==> src/rtl/instr_fetch_unit_pkg.sv <==
// Shared definitions for the instruction fetch unit: state encodings,
// the NOP word, the default reset PC and the presented-fetch record.
package instr_fetch_unit_pkg;

  typedef enum logic [1:0] {
    S_REQ   = 2'd0,
    S_HOLD  = 2'd1,
    S_DRAIN = 2'd2
  } state_t;

  localparam logic [31:0] NOP_WORD         = 32'h0000_0000;
  localparam logic [31:0] DEFAULT_RESET_PC = 32'h0000_0000;

  typedef struct packed {
    logic        valid;
    logic [31:0] pc;
    logic [31:0] instr;
  } fetch_out_t;

  function automatic logic [31:0] align_word(input logic [31:0] a);
    return {a[31:2], 2'b00};
  endfunction

endpackage

==> src/rtl/instr_fetch_unit_fetch_buffer.sv <==
// Holding register for a word fetched while decode is frozen.
module fetch_buffer #(
  parameter int W = 32
) (
  input  logic         clk,
  input  logic         clr,
  input  logic         load,
  input  logic [W-1:0] d,
  output logic [W-1:0] q
);

  always_ff @(posedge clk) begin
    if (clr)       q <= '0;
    else if (load) q <= d;
  end

endmodule

==> src/rtl/instr_fetch_unit.sv <==
// Instruction fetch: one request in flight, zero-latency pass-through on ack,
// a hold buffer for frozen decode and a drain state for branches under a miss.
module instr_fetch_unit
  import instr_fetch_unit_pkg::*;
#(
  parameter logic [31:0] RESET_PC = DEFAULT_RESET_PC
) (
  input  logic        clk,
  input  logic        rst,
  input  logic        freeze,
  input  logic        branch_taken,
  input  logic [31:0] branch_addr,
  output logic        imem_req,
  output logic [31:0] imem_addr,
  input  logic        imem_ack,
  input  logic [31:0] imem_rdata,
  output logic [31:0] PC,
  output logic [31:0] instruction,
  output logic        fetch_valid,
  output logic        flush
);

  state_t      state, state_nxt;
  logic [31:0] pc_reg, pc_nxt;
  logic [31:0] pending_pc, pending_nxt;
  logic [31:0] pc_plus4, target;
  logic [31:0] buf_instr;
  logic        buf_load;
  logic        req;
  fetch_out_t  out;

  assign pc_plus4 = pc_reg + 32'd4;
  assign target   = align_word(branch_addr);

  fetch_buffer #(.W(32)) u_buf (
    .clk  (clk),
    .clr  (!rst),
    .load (buf_load),
    .d    (imem_rdata),
    .q    (buf_instr)
  );

  always_ff @(posedge clk) begin
    if (!rst) begin
      state      <= S_REQ;
      pc_reg     <= RESET_PC;
      pending_pc <= '0;
    end else begin
      state      <= state_nxt;
      pc_reg     <= pc_nxt;
      pending_pc <= pending_nxt;
    end
  end

  // Branch outranks freeze and ack in every state.
  always_comb begin
    state_nxt   = state;
    pc_nxt      = pc_reg;
    pending_nxt = pending_pc;
    buf_load    = 1'b0;
    req         = 1'b0;
    out         = '0;
    case (state)
      S_REQ: begin
        req = 1'b1;
        if (branch_taken) begin
          if (imem_ack) begin
            pc_nxt = target;
          end else begin
            pending_nxt = target;
            state_nxt   = S_DRAIN;
          end
        end else if (imem_ack) begin
          out.valid = 1'b1;
          out.pc    = pc_plus4;
          out.instr = imem_rdata;
          if (freeze) begin
            buf_load  = 1'b1;
            state_nxt = S_HOLD;
          end else begin
            pc_nxt = pc_plus4;
          end
        end
      end
      S_HOLD: begin
        if (branch_taken) begin
          pc_nxt    = target;
          state_nxt = S_REQ;
        end else begin
          out.valid = 1'b1;
          out.pc    = pc_plus4;
          out.instr = buf_instr;
          if (!freeze) begin
            pc_nxt    = pc_plus4;
            state_nxt = S_REQ;
          end
        end
      end
      S_DRAIN: begin
        // Address stays on the abandoned PC until memory answers.
        req = 1'b1;
        if (branch_taken) pending_nxt = target;
        if (imem_ack) begin
          pc_nxt    = branch_taken ? target : pending_pc;
          state_nxt = S_REQ;
        end
      end
      default: state_nxt = S_REQ;
    endcase
  end

  assign imem_req    = rst && req;
  assign imem_addr   = rst ? pc_reg : RESET_PC;
  assign fetch_valid = rst && out.valid;
  assign instruction = (rst && out.valid) ? out.instr : NOP_WORD;
  assign PC          = (rst && out.valid) ? out.pc : 32'h0;
  assign flush       = rst && branch_taken;

endmodule

==> config.mk <==
export PLATFORM = sky130hd
export DESIGN_NAME = instr_fetch_unit
export DESIGN_NICKNAME = d
export VERILOG_FILES = /design/src/rtl/instr_fetch_unit_pkg.sv /design/src/rtl/instr_fetch_unit_fetch_buffer.sv /design/src/rtl/instr_fetch_unit.sv
export SDC_FILE = /design/constraint.sdc
export NUM_CORES = 1
export LEC_CHECK = 0
export ABC_CLOCK_PERIOD_IN_PS = 2400
export BUFFER_PORTS_ARGS = -buffer_cell sky130_fd_sc_hd__buf_4
export CAP_MARGIN = 20
export CELL_PAD_IN_SITES_DETAIL_PLACEMENT = 1
export CELL_PAD_IN_SITES_GLOBAL_PLACEMENT = 2
export CORE_UTILIZATION = 29
export CTS_CLUSTER_DIAMETER = 30
export DETAILED_ROUTE_END_ITERATION = 10
export PLACE_DENSITY_LB_ADDON = 0.1
export SLEW_MARGIN = 20
export SYNTH_ARGS = -nofsm -noshare
export SYNTH_HDL_FRONTEND = slang
export SYNTH_HIERARCHICAL = 1
export SYNTH_SLANG_ARGS = --single-unit
export TNS_END_PERCENT = 10
==> constraint.sdc <==
create_clock -name clk -period 2.4 [get_ports clk]
set_clock_uncertainty 0.2 [all_clocks]
set_input_delay 0.12 -clock clk [delete_from_list [all_inputs] [get_ports clk]]
set_output_delay 0.12 -clock clk [all_outputs]
set_load 0.005 [all_outputs]
Word-level counts from Yosys, hierarchy flattened
Index checks and enable logic that the tools add are counted.
{ "totals": {"regBits": 98, "out_inout_bits": 99, "in_bits": 69} }
{ "classes": {"eq_ne": 10, "n_addsub": 1, "reduce_logical": 10, "n_mux": 31} }
{ "ops": {"columns": ["op", "n"], "rows": [
  ["32-bit 2-to-1 mux", 12],
  ["65-bit 2-to-1 mux", 3],
  ["65-bit one-hot mux with 2 select lines", 1],
  ["32-bit one-hot mux with 3 select lines", 1],
  ["32-bit one-hot mux with 2 select lines", 1],
  ["32-bit by 3-bit adder with 32-bit output, second input constant", 1],
  ["2-bit 2-to-1 mux", 7],
  ["3-bit inequality test, second input constant", 4],
  ["2-bit inequality test, second input constant", 4],
  ["2-bit one-hot mux with 3 select lines", 1],
  ["3-bit AND reduction", 2],
  ["1-bit 2-to-1 mux", 5],
  ["5-bit AND reduction", 1],
  ["1-bit logical AND", 3],
  ["3-bit nonzero test", 1],
  ["2-bit by 1-bit == test with 1-bit output, second input constant", 1],
  ["2-bit == test, second input constant", 1],
  ["2-bit logical NOT", 1],
  ["2-bit nonzero test", 1],
  ["2-bit OR reduction", 1]
]} }

Logic depth before layout (Yosys ltp)
Gate-level depths: netlist of run 1.
{ "logic_depth": {"depth_word": 6, "depth_mapped": 9, "depth_no_buf": 6} }

By module
Netlist of run 1, hierarchy kept.
{ "by_module_without_submodules": {"columns": ["module", "n_inst", "area_per_inst_um2", "cells_per_inst"], "rows": [
  ["instr_fetch_unit", 1, 4438.0, 629],
  ["fetch_buffer", 1, 1163.6, 103]
]} }

Worst setup path before layout of run 1
Ideal clock, no wire load.
{ "synth_timing": {"path_kind": "register to register", "from": "reg state[0]", "to": "reg u_buf.q[0]", "path_buffers": 4, "path_stages_with_launch": 9, "slack_ns": 0.230, "required_time_ns": 2.072, "arrival_time_ns": 1.842, "path_cell_list": "dfxtp_1 -> buf_2 -> nor4b_2 -> clkbuf_1 -> and2_1 -> buf_6 -> buf_12 -> mux2i_1 -> nor2_1"} }
{ "synth_via": {"elab_chain_cells": 2} }
{ "synth_rtl": {"columns": ["item", "line_no", "rtl"], "rows": [
  ["start, declared", "instr_fetch_unit.sv:23", "state_t state, state_nxt;"],
  ["start signal, assigned", "instr_fetch_unit.sv:49", "state <= state_nxt;"],
  ["2-bit logical NOT", "instr_fetch_unit.sv:63", "case (state)"],
  ["1-bit 2-to-1 mux", "instr_fetch_unit.sv:63", null],
  ["net buf_load", "instr_fetch_unit.sv:28", "logic buf_load;"],
  ["end signal, assigned", "instr_fetch_unit_fetch_buffer.sv:13", "if (clr) q <= '0;"],
  ["end signal, assigned", "instr_fetch_unit_fetch_buffer.sv:14", "else if (load) q <= d;"],
  ["end, declared", "instr_fetch_unit_fetch_buffer.sv:9", "output logic [W-1:0] q"]
]} }
The timed path passes the listed nets, and every way through them passes these cells.
A chain may end at the register's enable or synchronous reset.

Final worst setup path of run 1
{ "layout_timing": {"from": "reg pc_reg[2]", "to": "out PC[18]"} }
{ "layout_via": {"elab_chain_cells": 5, "word_cells_on_any_way": 6, "classes_between": "add/sub (1); mux (5)"} }
{ "layout_rtl": {"columns": ["item", "line_no", "rtl"], "rows": [
  ["start, declared", "instr_fetch_unit.sv:24", "logic [31:0] pc_reg, pc_nxt;"],
  ["start signal, assigned", "instr_fetch_unit.sv:50", "pc_reg <= pc_nxt;"],
  ["32-bit by 3-bit adder with 32-bit output *", "instr_fetch_unit.sv:32", "assign pc_plus4 = pc_reg + 32'd4;"],
  ["65-bit 2-to-1 mux", "instr_fetch_unit.sv:73", "end else if (imem_ack) begin"],
  ["65-bit 2-to-1 mux", "instr_fetch_unit.sv:66", "if (branch_taken) begin"],
  ["65-bit one-hot mux with 2 select lines *", "instr_fetch_unit.sv:63", null],
  ["32-bit 2-to-1 mux *", "instr_fetch_unit.sv:116", "assign PC = (rst && out.valid) ? out.pc : 32'h0;"],
  ["end, declared", "instr_fetch_unit.sv:17", "output logic [31:0] PC,"]
]} }
Every way passes the cells marked *; elsewhere a longest branch is shown, timed or not.

==> results of run 1 <==
==> power breakdown <==
part	total (mW)	internal [mW]	switching (mW)
Clock	1.41	0.764	0.642
Sequential	1.80	1.72	0.0878
Combinational	0.809	0.397	0.413
==> layout make-up <==
cell class              count  area [µm²]  area share, %
clock buffers              13       260.3          3.174
inverters                   9       33.78         0.4120
repair buffers            271        2246          27.39
clock inverters             3       23.77         0.2899
flip-flops and latches     98        1984          24.20
well taps                 260       325.3          3.968
multi-input cells         557        3326          40.56
==> path summary, 6_finish.rpt <==
path	from	endpoint
min	rst	pc_reg[11]
max reg2reg	state[1]	pc_reg[11]
max	pc_reg[2]	PC[18]
min reg2reg	pending_pc[12]	pending_pc[12]
==> worst register-to-register path, cell delays in order, from the launching register on <==
cell	delay [ps]
dfxtp_1	380
nor2_4	220
a221o_1	640
buf_4	340
a21oi_1	70
o221a_2	250
==> metal layers <==
layer  global-route usage (%)  wire (µm)
met3                    2.344        706
met2                    35.48       9771
met4                    5.664        224
met1                    28.86      10400
met5                        0          0
==> cells by family (layout without fill, tap and decap cells) <==
| logic type | count (synthesis) | after routing | synth area share (%) |
|---|---|---|---|
| adder cells (fa/ha/maj) | 1 | 1 | 0.2233 |
| AND/OR/NAND/NOR | 324 | 324 | 27.21 |
| AO/OA/AOI/OAI | 171 | 171 | 20.64 |
| flip-flops | 98 | 98 | 35.02 |
| XOR/XNOR | 27 | 27 | 4.222 |
| multiplexers | 34 | 34 | 6.098 |
| buffers and inverters | 77 | 296 | 6.589 |
==> metrics by stage <==
stage,TNS (ps),instances,utilization (%)
detailed placement,0,1127,38.10
global placement,0,1127,38.10
floorplan,0,732,-
finish,0,1211,43.54
global route,-35.45,1211,43.54
CTS,-8.239,1209,43.31
==> layout by cell type, fill, tap and decap left out, types with 5 or more instances in the layout <==
master and instances:
buf_4 200, nor2_1 119, dfxtp_1 86, nand2_1 85
dlygate4sd3_1 65, a21oi_1 57, a22oi_1 36, and2_1 35
mux2i_1 33, nand3_1 26, xor2_1 19, o21ai_0 19
a221o_1 12, o211ai_1 10, nand4_1 9, o311ai_1 9
clkbuf_16 9, dfxtp_2 9, xnor2_1 8, and3_1 7
inv_1 7, nor3_1 6, a211oi_1 6, nand2b_1 5
==> timing repair <==
action	in CTS	in global routing
setup buffers	1	2
hold buffers	65	0
hold endpoints to repair	75	0
pin swaps	0	1
setup endpoints to repair	16	22
resized for setup	14	12
==> results.yml, run 1 <==
floorplanning:
  die_width_um: 141.0
  rows: 50
  die_area_um2: 19880
  core-area_um2: 18830
  io_pins: 168
  die_h_um: 141.0
  initial_core_util_pct: 29.75
route:
  vias: 6069
  drtIter0Drc: 209
  dr.pass1.iters: 5
  via_per_inst: 5.012
  drcViolationCount: 0
  wirelength_mm: 21.10
  wl_per_cell_um: 17.42
  antenna_left: 0
hold_path:
  holdPathStages: 2
  hp-class: "in2reg"
outcome:
  status: "completed"
placed_design:
  post-place-ws_ps: 179.6
  gp_congestion: 0.7648
  hpwlAfterDp_mm: 14.61
  port_buffers: 165
  postPlaceCellArea_um2: 7174
layout:
  drive_above_1_share_pct: 26.39
  layout.nets: 1016
  diodes: 0
  area_growth_syn_to_layout_pct: 46.37
  stdcell_area_um2: 8199
  nFillCells: 2279
synth:
  syn-num-nets: 802
  synth.avg_cell_area_um2: 7.652
  synth_enable_flop_cells: 0
  yosys-top-cells-count: "119 x nor2_1, 98 x dfxtp_1, 85 x nand2_1"
  syn_inst: 732
  synth_seq_cells: 98
  yosysTopAreaCell: "dfxtp_1"
  async_flop_share_pct: 0
  synth_top_area_share_pct: 35.02
  ys.flop_type: "dfxtp_1"
  yosysWarnings: 6
  syn_area_um2: 5602
  yosysSeqAreaShare_pct: 35.02
  synth_most_common_cell: "nor2_1"
  synthTopCellsByArea: "dfxtp_1 35%, nor2_1 8.0%, mux2i_1 5.9%, nand2_1 5.7%, a21oi_1 5.1%"
  synth_cell_types: 61
critical_path:
  cp-end-kind: "output port"
  criticalPathCategory: "reg2out"
  worst_ep_required_time_ps: 2080
  cp.depth: 7
  path_buf_inv: 2
  ff2ff_setup_slack_ps: 190
  start_kind: "flip-flop"
  crit_path_cell_trace: "ha_4 > and4_1 > buf_4 > nand3_2 > or3_1 > a21oi_1 > buf_4"
  slowest_stage: "dfxtp_2"
  cp_slowest_stage_delay_ps: 360
  critical_path_arrival_ps: 1990
  crit_family: "simple AND/OR/NAND/NOR gates"
  worst_path_most_repeated_cell: "buf_4"
  critical_path.max_fanout: 5
  worstRegToRegCells: 5
sta:
  hold_violations: 0
  max_slew.worst_pin.slew_ps: 805.7
  report.final.slew_viol_count: 0
  finalWorstSetupSlack_ps: 89.48
  setup_viol: 0
  finalCriticalPeriod_ps: 2311
  hold_slack_ps: 12.46
  slew_headroom_pct: 46.09
  post-route-period-util_pct: 96.27
  max_freq_mhz: 432.8
  rsz0062_at_grt: "yes"
clock_tree:
  cts_buffer_depth: 2
  clkTransAtPathRegs_ps: 70
  cts_buffers: 9
  clock_latency_ps: 340
  cts_tree: "done"
  cts_max_level: 3
  root_buffer: "clkbuf_16"
  cts.sinks: 98
power_and_ir_drop:
  powerDensity_nw_per_um2: 490.2
  ir_drop_uv: 328.3
  p_leak_nw: 3.244
  p_total_mw: 4.019
global_route:
  track_usage_pct: 21.20
  grt_max_degree: 64
  grt_antenna_before_repair: 0
  first_global_vias: 6143
  grt_pass1_wl_mm: 33.10
  grt_overflow: 0
flow_run:
  cap_violations: 0
(Power assumes the default switching activity.)
==> run 2: changes to the inputs <==
Settings changed: ABC_CLOCK_PERIOD_IN_PS 2400 to unset, CORE_UTILIZATION 29 to 26.
Clock period 2.4 ns to 2 ns, I/O delays scaled along.
==> run 2 against run 1 <==
Effect of this change: the flow now finishes with violations (negative setup slack); combinational power rose by 38%; worst hold slack better by 4.0 ps; final area is 8.8% higher; via count is 5.2% higher; worst setup slack got worse by 310 ps; clock power up 37%; first-iteration DRC count up 20%; power grew 29%; highest routed layer unchanged.
==> results.yml, run 2 (synthesis results as in run 1) <==
route:
  drcViolationCount: 0
  dr.pass1.iters: 4
  vias: 6382
  drtIter0Drc: 250
  via_per_inst: 4.990
  wirelength_mm: 22.75
  wl_per_cell_um: 17.79
  antenna_left: 0
sta:
  setup-tns-final_ps: -4594
  max_freq_mhz: 450.0
  post-route-period-util_pct: 111.1
  rsz0062_at_grt: "yes"
  report.final.slew_viol_count: 0
  finalCriticalPeriod_ps: 2222
  hold_slack_ps: 16.46
  max_slew.worst_pin.slew_ps: 752.5
  hold_violations: 0
  finalWorstSetupSlack_ps: -222.4
  setup_viol: 59
  slew_headroom_pct: 49.65
power_and_ir_drop:
  p_comb_share_pct: 21.6
  seqPwrFrac_pct: 41.3
  p_sw_mw: 1.439
  p_leak_nw: 3.610
  p_int_mw: 3.751
  clkPwrFrac_pct: 37.1
  p_sw_share_pct: 27.72
  ir_drop_uv: 360.2
  powerDensity_nw_per_um2: 581.9
critical_path:
  criticalPathCategory: "reg2out"
  worst_ep_required_time_ps: 1700
  slowest_stage: "dfxtp_2"
  cp-end-kind: "output port"
  worst_path_most_repeated_cell: "and4_4"
  cp_slowest_stage_delay_ps: 330
  crit_family: "simple AND/OR/NAND/NOR gates"
  crit_path_cell_trace: "and4_4 > and4_4 > buf_12 > nand4b_1 > xnor2_1 > nor2_1 > buf_4"
  path_buf_inv: 2
  start_kind: "flip-flop"
  critical_path.max_fanout: 8
  critical_path_arrival_ps: 1920
layout:
  finalNonFillerCells: 1279
  layout_commonest_cell: "buf_4"
  diodes: 0
  area_growth_syn_to_layout_pct: 59.21
  layout_common_cells: "238 x buf_4, 115 x nor2_1, 81 x nand2_1, 79 x dfxtp_1, 65 x dlygate4sd3_1"
  drive_above_1_share_pct: 33.37
  fin_util_pct: 42.29
  layout.nets: 1069
floorplanning:
  rows: 53
  die_h_um: 148.8
  core-area_um2: 21090
  die_width_um: 148.8
  initial_core_util_pct: 26.56
  io_pins: 168
  die_area_um2: 22140
placed_design:
  hpwlAfterDp_mm: 15.76
  dp.cells: 1179
  port_buffers: 165
  post-place-ws_ps: -61.61
  gp_congestion: 0.8091
clock_tree:
  cts_max_level: 3
  cts.sinks: 98
  clock_latency_ps: 350
  cts_tree: "done"
  cts_buffer_depth: 2
  clkTransAtPathRegs_ps: 70
  cts_buffers: 9
  root_buffer: "clkbuf_16"
global_route:
  track_usage_pct: 20.35
  grt_overflow: 0
  first_global_vias: 6529
  grt_antenna_before_repair: 0
  grt_pass1_wl_mm: 34.98
  grt_max_degree: 39
flow_run:
  cap_violations: 0
outcome:
  violations: "negative setup slack"
  status: "finished, violations left"
hold_path:
  hp-class: "in2reg"
[run 2: layout make-up]
class,instances,area (µm²)
flip-flops and latches,98,1988
inverters,9,33.78
fillers,2512,12170
well taps,275,344.1
clock buffers,11,242.7
multi-input cells,557,3457
repair buffers,324,2775
clock inverters,5,77.57
[run 2: worst reg2reg max path, stage by stage, from the launching register on]
cell and delay, ps:
dfxtp_2 330, and4_4 260, and4_4 280, buf_12 140
nand4b_1 150, buf_4 170, buf_4 130, or3_1 330
o21ai_0 80
[run 2: path summary, 6_finish.rpt]
path | start | end | slack (ps) | cells past startpoint
worst max-delay path | pc_reg[12] | PC[27] | -220 | 7
worst min-delay path | rst | pc_reg[26] | 20 | 2
worst max register to register | pc_reg[12] | pc_reg[27] | -150 | 8
worst min register to register | pending_pc[19] | pending_pc[19] | 260 | 2
[run 2: what timing repair did]
item | 4_1_cts | 5_1_grt
gates cloned | 1 | 1
hold buffers | 65 | 0
endpoints found under the setup margin | 70 | 88
buffers inserted | 10 | 7
resized for setup | 52 | 22
pin swaps | 14 | 8
hold endpoints to repair | 78 | 0
[run 2: power groups by stage]
| stage | Sequential (mW) | Combinational [mW] | Clock (mW) |
|---|---|---|---|
| floorplan | 2.17 | 0.487 | 0 |
| global placement | 2.16 | 0.971 | 0 |
| detailed placement | 2.17 | 0.990 | 0 |
| CTS | 2.13 | 1.12 | 1.99 |
| global route | 2.15 | 1.22 | 2.05 |
| finish | 2.14 | 1.12 | 1.93 |
[run 2: layer usage]
metal | GRT usage (%) | part of all wire, %
met3 | 2.141 | 3.4
met1 | 27.29 | 48
met4 | 5.663 | 1.1
met2 | 34.51 | 48
met5 | 0 | 0
[run 2: metrics by stage]
step	power, mW	cell area (µm²)
2_1_floorplan	2.655	5620
3_3_place_gp	3.135	7546
3_5_place_dp	3.161	7546
4_1_cts	5.240	8767
5_1_grt	5.427	8919
6_report	5.190	8919
==> run 3: changes to the inputs <==
==> constraint.sdc (replaced) <==
create_clock -name clk -period 1.9 [get_ports clk]
set_clock_uncertainty 0.2 [all_clocks]
set_input_delay 0.38 -clock clk [delete_from_list [all_inputs] [get_ports clk]]
set_output_delay 0.38 -clock clk [all_outputs]
set_load 0.005 [all_outputs]
==> run 3 against run 2 <==
Effect of this change: count of clock-buffer cells in the layout decreased by 1; non-clock buffer count up 14; worst hold slack gained 61 ps; critical endpoint is now PC[30]; cell count grew 1.1%; clock power shrank 4%; final area rose by 1.9%; worst setup slack got worse by 340 ps; register-to-register slack worse by 330 ps; the flow still finishes with violations (negative setup slack); power is 1.6% higher.
==> results.yml, run 3 (synthesis results as in run 1) <==
outcome:
  status: "finished, violations left"
  violations: "negative setup slack"
floorplanning:
  io_pins: 168
  die_width_um: 148.8
  die_area_um2: 22140
  rows: 53
  die_h_um: 148.8
  core-area_um2: 21090
  initial_core_util_pct: 26.56
layout:
  layout_common_cells: "301 x buf_4, 115 x nor2_1, 83 x nand2_1, 78 x dfxtp_1, 56 x a21oi_1"
  area_growth_syn_to_layout_pct: 62.25
  stdcell_area_um2: 9089
  diodes: 0
  layout.nets: 1083
  drive_above_1_share_pct: 43.03
  layout_commonest_cell: "buf_4"
  nFillCells: 2529
critical_path:
  worstRegToRegCells: 12
  r2r_end: "pc_reg[31]"
  r2r-start: "pc_reg[11]"
  cp_slowest_stage_delay_ps: 330
  criticalPathCategory: "reg2out"
  worst_ep_required_time_ps: 1320
  cp-end-kind: "output port"
  critical_path.max_fanout: 7
  ff2ff_setup_slack_ps: -480
  start_kind: "flip-flop"
  critical_path_arrival_ps: 1880
  worst_path_most_repeated_cell: "and4_4"
  endpoint: "PC[30]"
  crit_path_cell_trace: "and4_4 > and4_4 > clkbuf_16 > nand4_1 > xor2_1 > nor2_1 > buf_4"
  slowest_stage: "dfxtp_2"
  startpoint: "pc_reg[11]"
global_route:
  grt_pass1_wl_mm: 35.00
  top_usage_layer: "met2"
  grt_overflow: 0
  grt_max_degree: 41
  first_global_vias: 6675
  use_met1_pct: 25.16
  grtUsageMet2_pct: 35.65
  use_met3_pct: 2.538
  track_usage_pct: 20.20
  grt_antenna_before_repair: 0
hold_path:
  hp-class: "in2reg"
clock_tree:
  cts_max_level: 3
  clkTransAtPathRegs_ps: 80
  cts_buffer_depth: 2
  clock_latency_ps: 350
  cts.sinks: 98
  cts_buffers: 9
  cts_tree: "done"
  root_buffer: "clkbuf_16"
  cts_hold_buf: 0
sta:
  setup-tns-final_ps: -31040
  setup_viol: 109
  slew_headroom_pct: 75.12
  post-route-period-util_pct: 129.6
  hold_violations: 0
  max_freq_mhz: 406.0
  finalCriticalPeriod_ps: 2463
  rsz0062_at_grt: "yes"
  max_slew.worst_pin.slew_ps: 373.3
  finalWorstSetupSlack_ps: -563.0
  report.final.slew_viol_count: 0
route:
  vias: 6443
  dr.pass1.iters: 4
  via_per_inst: 4.983
  antenna_left: 0
  drtIter0Drc: 211
  drcViolationCount: 0
  wirelength_mm: 23.00
  wl_per_cell_um: 17.79
placed_design:
  post-place-ws_ps: -364.0
  port_buffers: 165
  hpwlAfterDp_mm: 16.48
  postPlaceCellArea_um2: 7999
  gp_congestion: 0.8145
power_and_ir_drop:
  powerDensity_nw_per_um2: 580.4
  ir_drop_uv: 422.4
  p_leak_nw: 3.776
flow_run:
  cap_violations: 0
## run 3: critical path, delay by kind of cell (launching register included)
| family | cells | cell delay (ps) |
|---|---|---|
| simple gates | 4 | 740 |
| xor+xnor | 1 | 180 |
| flops | 1 | 330 |
| buf+inv | 2 | 280 |
## run 3: stage by stage
stage / hold slack, ps / util, % / power (mW) / std cells
finish: 77.90 / 43.10 / 5.275 / 1293
global route: 79.64 / 43.10 / 5.514 / 1293
CTS: 64.87 / 41.62 / 5.327 / 1276
detailed placement: 246.9 / 37.93 / 3.393 / 1231
global placement: 238.2 / 37.93 / 3.360 / 1231
floorplan: 231.5 / - / 2.805 / 732
## run 3: layout make-up
| cell class | instances | area [µm²] | area share [%] |
|---|---|---|---|
| clock buffer | 10 | 239.0 | 2.629 |
| clock inverter | 6 | 53.80 | 0.5920 |
| inverter | 9 | 33.78 | 0.3717 |
| multi-input combinational | 557 | 3635 | 39.99 |
| sequential | 98 | 1997 | 21.97 |
| tap | 275 | 344.1 | 3.786 |
| timing repair buffer | 338 | 2786 | 30.66 |
## run 3: timing repair
action | CTS | global route
pin swaps | 24 | 19
gates cloned | 1 | 1
setup endpoints to repair | 127 | 124
gates resized for setup | 70 | 34
setup buffers | 28 | 16
## run 3: per-layer routing
metal  share of wire, %  routed length, µm
met1                 45              10320
met2                 50              11550
met3                3.2                744
met4                1.7                382
met5                  0                  0
## run 3: report_power, final
| part | total [mW] | switching (mW) | leakage [nW] | internal [mW] |
|---|---|---|---|---|
| sequential | 2.24 | 0.0763 | 0.810 | 2.17 |
| clock | 1.86 | 0.912 | 0.142 | 0.953 |
| combinational | 1.17 | 0.597 | 2.82 | 0.570 |
| total | 5.27 | 1.59 | 3.78 | 3.69 |
## run 3: how the worst min path moves through the flow
stage | from | endpoint | slack [ps] | depth (start not counted)
final | imem_rdata[12] | u_buf/q[12] | 80 | 3
after global routing | imem_rdata[11] | u_buf/q[11] | 80 | 3
after CTS | imem_rdata[1] | u_buf/q[1] | 60 | 3
after detailed placement | pending_pc[12] | pending_pc[12] | 250 | 2
after global placement | pending_pc[12] | pending_pc[12] | 240 | 2
after floorplan | pending_pc[10] | pending_pc[10] | 230 | 2
